**config.mk**
```make
export PLATFORM = sky130hd
export DESIGN_NAME = nearest_tracker
export DESIGN_NICKNAME = d
export VERILOG_FILES = /design/src/rtl/nearest_pkg.sv /design/src/rtl/nearest_tracker_dist_select.sv /design/src/rtl/nearest_tracker.sv
export SDC_FILE = /design/constraint.sdc
export NUM_CORES = 1
export LEC_CHECK = 0
export BUFFER_PORTS_ARGS = -buffer_cell sky130_fd_sc_hd__buf_2
export CAP_MARGIN = 20
export CORE_ASPECT_RATIO = 1.25
export CORE_MARGIN = 2
export CORE_UTILIZATION = 55
export CTS_CLUSTER_DIAMETER = 30
export DETAILED_ROUTE_END_ITERATION = 12
export GPL_TIMING_DRIVEN = 0
export PLACE_DENSITY = 0.86
export RECOVER_POWER = 100
export SLEW_MARGIN = 15
export SYNTH_ARGS = -nofsm -noshare
export SYNTH_HDL_FRONTEND = slang
export SYNTH_SLANG_ARGS = --single-unit
export TNS_END_PERCENT = 5
```
**constraint.sdc**
```tcl
create_clock -name clk -period 6.9 [get_ports clk]
set_clock_uncertainty 0.15 [all_clocks]
set_input_delay 0.69 -clock clk [delete_from_list [all_inputs] [get_ports clk]]
set_output_delay 0.69 -clock clk [all_outputs]
set_load 0.05 [all_outputs]
```
**src/rtl/nearest_pkg.sv**
```systemverilog
// Shared types and helpers for the closest-value selector datapath.
// Used by nearest_tracker and its dist_select comparator.
package nearest_pkg;

  typedef enum logic [1:0] {
    IDLE,
    ACCUM,
    DONE
  } state_t;

  localparam int DEF_WIDTH     = 8;
  localparam int DEF_MAX_COUNT = 16;

  // Unsigned max-minus-min; never wraps modulo 2^N.
  function automatic logic [31:0] abs_diff(
    input logic [31:0] a,
    input logic [31:0] b
  );
    return (a > b) ? (a - b) : (b - a);
  endfunction

endpackage

```
**src/rtl/nearest_tracker_dist_select.sv**
```systemverilog
// Pairwise distance compare: keep best (a) or take candidate (b).
// Ties favour a so the earliest sample of a burst wins.
module dist_select
  import nearest_pkg::*;
#(
  parameter int WIDTH = DEF_WIDTH
) (
  input  logic [WIDTH-1:0] ref_val,
  input  logic [WIDTH-1:0] a,
  input  logic [WIDTH-1:0] b,
  input  logic             is_first,
  output logic             sel_b,
  output logic [WIDTH-1:0] dist_b
);

  logic [WIDTH-1:0] dist_a;

  assign dist_a = WIDTH'(abs_diff(32'(ref_val), 32'(a)));
  assign dist_b = WIDTH'(abs_diff(32'(ref_val), 32'(b)));
  assign sel_b  = is_first | (dist_b < dist_a);

endmodule

```
**src/rtl/nearest_tracker.sv**
```systemverilog
// Running best-of-N selector: tracks the sample closest to a latched
// reference over a burst and hands the winner off via ready/valid.
module nearest_tracker
  import nearest_pkg::*;
#(
  parameter int WIDTH     = DEF_WIDTH,
  parameter int MAX_COUNT = DEF_MAX_COUNT,
  localparam int IDX_W    = $clog2(MAX_COUNT)
) (
  input  logic             clk,
  input  logic             rst_n,
  input  logic             start,
  input  logic [WIDTH-1:0] ref_in,
  input  logic             in_valid,
  output logic             in_ready,
  input  logic [WIDTH-1:0] in_data,
  input  logic             in_last,
  output logic             out_valid,
  input  logic             out_ready,
  output logic [WIDTH-1:0] out_best,
  output logic [WIDTH-1:0] out_dist,
  output logic [IDX_W-1:0] out_index,
  output logic             busy
);

  state_t           state;
  state_t           nxt;
  logic [WIDTH-1:0] ref_q;
  logic [IDX_W-1:0] count;
  logic [WIDTH-1:0] best_q;
  logic [WIDTH-1:0] dist_q;
  logic [IDX_W-1:0] idx_q;

  logic             accept;
  logic             is_first;
  logic             last_hit;
  logic             sel_b;
  logic [WIDTH-1:0] dist_b;

  assign accept   = in_valid & (state == ACCUM);
  assign is_first = (count == '0);
  // Sample number MAX_COUNT closes the burst even without in_last.
  assign last_hit = in_last | (count == IDX_W'(MAX_COUNT - 1));

  dist_select #(
    .WIDTH (WIDTH)
  ) u_sel (
    .ref_val  (ref_q),
    .a        (best_q),
    .b        (in_data),
    .is_first (is_first),
    .sel_b    (sel_b),
    .dist_b   (dist_b)
  );

  always_ff @(posedge clk or negedge rst_n) begin
    if (!rst_n) begin
      state <= IDLE;
    end else begin
      state <= nxt;
    end
  end

  always_comb begin
    nxt = state;
    unique case (state)
      IDLE:    if (start) nxt = ACCUM;
      ACCUM:   if (accept && last_hit) nxt = DONE;
      DONE:    if (out_ready) nxt = IDLE;
      default: nxt = IDLE;
    endcase
  end

  always_ff @(posedge clk or negedge rst_n) begin
    if (!rst_n) begin
      ref_q <= '0;
      count <= '0;
    end else if (state == IDLE && start) begin
      ref_q <= ref_in;
      count <= '0;
    end else if (accept) begin
      count <= count + 1'b1;
    end
  end

  always_ff @(posedge clk or negedge rst_n) begin
    if (!rst_n) begin
      best_q <= '0;
      dist_q <= '0;
      idx_q  <= '0;
    end else if (accept && sel_b) begin
      best_q <= in_data;
      dist_q <= dist_b;
      idx_q  <= count;
    end
  end

  assign in_ready  = (state == ACCUM);
  assign out_valid = (state == DONE);
  assign busy      = (state != IDLE);
  assign out_best  = best_q;
  assign out_dist  = dist_q;
  assign out_index = idx_q;

endmodule

```
==> results.py <==
metrics = {
    "outcome": {
        "status": "finished, violations left",
        "violations": "max-capacitance violations, max-slew violations",
    },
    "hold_path": {
        "hold_path_depth": 1,
        "min_from": "out_index[1]",
        "hp-class": "reg2reg",
        "whs_endpoint": "out_index[1]",
    },
    "sta": {
        "worst_pin_slew_ps": 1840,
        "slew_violations": 35,
        "hold_viol": 0,
        "clock.fmax_ghz": 0.194,
        "finalSetupTns_ps": 0,
        "setup_viol": 0,
        "slew_headroom_pct": -22.5,
        "rsz0062_at_grt": "false",
        "final.period_utilization_pct": 74.6,
        "post-route-min-period_ps": 5150,
    },
    "global_routing": {
        "grt-ovfl-total": 0,
        "grt_max_degree": 35,
        "busiest_layer": "met2",
        "track_usage_pct": 24.7,
        "grt_pass1_wl_um": 10600,
        "grt_pass1_vias": 2366,
        "gr-usage-met1_pct": 30.4,
        "grt_util_met3_pct": 3.79,
        "use_met2_pct": 42.3,
        "grt_antenna_before_repair": 0,
    },
    "synthesis": {
        "avgSynthCellArea_um2": 9.33,
        "synth_top_family_by_area": "adder cells",
        "synth-seq-cells": 34,
        "synth-edff-count": 0,
        "yosysWarnings": 0,
        "synth_common_cells": "ha_1 (39), inv_1 (37), dfrtp_1 (34)",
        "synth_xor_area_share_pct": 4.77,
        "async_reset_ff_share_pct": 100,
        "yosysTopAreaCell": "dfrtp_1",
        "synthAdderAreaFrac_pct": 20.6,
        "synth-simple-area-share_pct": 10.2,
        "synth.top_cell.area_share_pct": 30.9,
        "synthesis.area_um2": 2750,
        "synth.area.mux_share_pct": 8.95,
        "synthMostInstantiatedCell": "ha_1",
        "yosysSeqAreaShare_pct": 30.9,
        "synthTopCellsByArea": "dfrtp_1 (31%), ha_1 (18%), o21ai_0 (5.1%)",
        "synth.distinct_cells": 42,
        "synth_compound_area_share_pct": 16.7,
        "ys.flop_type": "dfrtp_1",
        "synthesis.nets": 360,
        "post_synth_inst_count": 295,
    },
    "setup_path": {
        "critical-path-top-delay-family": "compound AO/OA/AOI/OAI gates",
        "required_ps": 6930,
        "crit_arrival_ps": 5170,
        "startpoint_type": "flop",
        "rr_endpoint": "out_dist[7]",
        "crit_slowest_cell": "clkbuf_1",
        "critPathMostFrequentCell": "clkbuf_1",
        "ff2ff_path_depth": 18,
        "critPathMaxStageDelay_ps": 590,
        "crit_chain": "inv_1 -> ha_1 -> inv_1 -> fa_1 -> a21o_1 -> a22oi_1 -> a21oi_1 -> clkbuf_1 -> a32oi_1 -> xnor2_1 -> ha_1 -> a21o_1 -> a21oi_1 -> o211ai_1 -> a21boi_0 -> clkbuf_1 -> clkbuf_1 -> mux2_2",
        "critical_path.endpoint_type": "flop",
        "path_buf_inv": 5,
        "critical_path_class": "reg2reg",
        "r2r_slack_ps": 1750,
        "r2r-start": "ref_q[0]",
        "cp_max_fo": 10,
    },
    "routing": {
        "vias": 2293,
        "drt-initial-drc-count": 107,
        "wl_um": 6380,
        "drt_pass1_iterations": 4,
        "viasPerCell": 5.63,
        "drc": 0,
        "ant_nets": 0,
        "wire_per_inst_um": 15.7,
    },
    "clocking": {
        "ctsResizeCount": 0,
        "cts_buffers": 5,
        "hold_buffers": 0,
        "clock_latency_ps": 290,
        "clk_path_buf_depth": 2,
        "postCtsSetupBuffers": 0,
        "cts_max_level": 2,
        "cts_sinks": 34,
        "cts_tree": "built",
        "clk_pin_slew_ps": 80,
        "ctsRootBufferMaster": "clkbuf_8",
    },
    "cells_and_area": {
        "n_fill_cell": 407,
        "drive_gt1_share_pct": 12.7,
        "nNetsFinal": 411,
        "num_antenna_cells": 0,
        "syn2layout_area_growth_pct": 12.4,
    },
    "floorplanning": {
        "initial_core_util_pct": 57.8,
        "core_um2": 4760,
        "fp-row-count": 28,
        "dieArea_um2": 5590,
        "fp.dieH_um": 83.1,
        "io-pin-count": 45,
        "die_x_um": 67.3,
    },
    "placement": {
        "dp_hpwl_um": 4970,
        "portBuffers": 44,
        "place.gp.congestion": 0.976,
    },
    "job": {
        "maxCapViolations": 1,
    },
}
==> metal layers <==
layer	routed length, µm	part of all wire, %
met3	246	3.9
met4	145	2.3
met2	3360	53
met5	0	0
met1	2630	41
==> placed cells by master, fill, tap and decap left out, types with 2 or more instances in the layout <==
master and n:
a2111oi_0 2, a211oi_1 2, a21boi_0 3, a21o_1 11, a21oi_1 15, a22oi_1 3, a31oi_1 2, a32oi_1 2
and3_1 2, buf_2 21, buf_6 2, clkbuf_1 33, clkbuf_8 5, dfrtp_1 34, fa_1 4, ha_1 39
inv_1 37, mux2_1 3, mux2_2 10, mux2i_1 10, nand2_1 20, nand2b_1 3, nand3_1 3, nand4_1 3
nor2_1 11, nor2b_1 7, nor3_1 2, o21ai_0 28, xnor2_1 8, xor2_1 7
==> final cells by class <==
class,instances,area [µm²],share of cell area (%)
Buffer,12,65.1,2.10
Clock buffer,6,72.6,2.35
Clock inverter,2,13.8,0.445
Inverter,37,139,4.49
Multi-Input combinational cell,212,1690,54.5
Sequential cell,34,851,27.5
Tap cell,60,75.1,2.43
Timing Repair Buffer,44,190,6.15
==> sequential cells by signal, summed over array words and instances, names as in the netlist <==
signal and cells:
out_best 8, out_dist 8, ref_q 8, count 4, out_index 4, state 2
==> cells by family after synthesis <==
logic type,Yosys count
compound gates,74
simple gates,57
buf+inv,49
fa+ha+maj,43
flops,34
mux,23
xor+xnor,15
==> worst max path at each step <==
stage                            from     endpoint  slack, ps  cells past startpoint
final                        ref_q[0]  out_dist[7]       1750                     18
after global routing      out_best[4]  out_dist[7]       1510                     18
after CTS                    ref_q[0]  out_dist[7]       2530                     18
after detailed placement   in_data[0]  out_dist[7]       2360                     18
after global placement     in_data[0]  out_dist[7]       2440                     16
after floorplan           out_best[1]  out_dist[7]       2880                     16
==> stage by stage <==
stage | instances | setup WS [ps] | instance area [µm²] | hold slack [ps] | utilization (%)
floorplan | 295 | 2880 | 2750 | 244 | -
CTS | 407 | 2530 | 3130 | 341 | 65.8
detailed placement | 399 | 2360 | 3050 | 324 | 64.0
global route | 407 | 1510 | 3090 | 359 | 64.9
global placement | 399 | 2440 | 3050 | 318 | 64.0
finish | 407 | 1750 | 3090 | 345 | 64.9
Power is not shown: default switching activity piles up to over one toggle a cycle in this logic, so the estimate is an artifact.
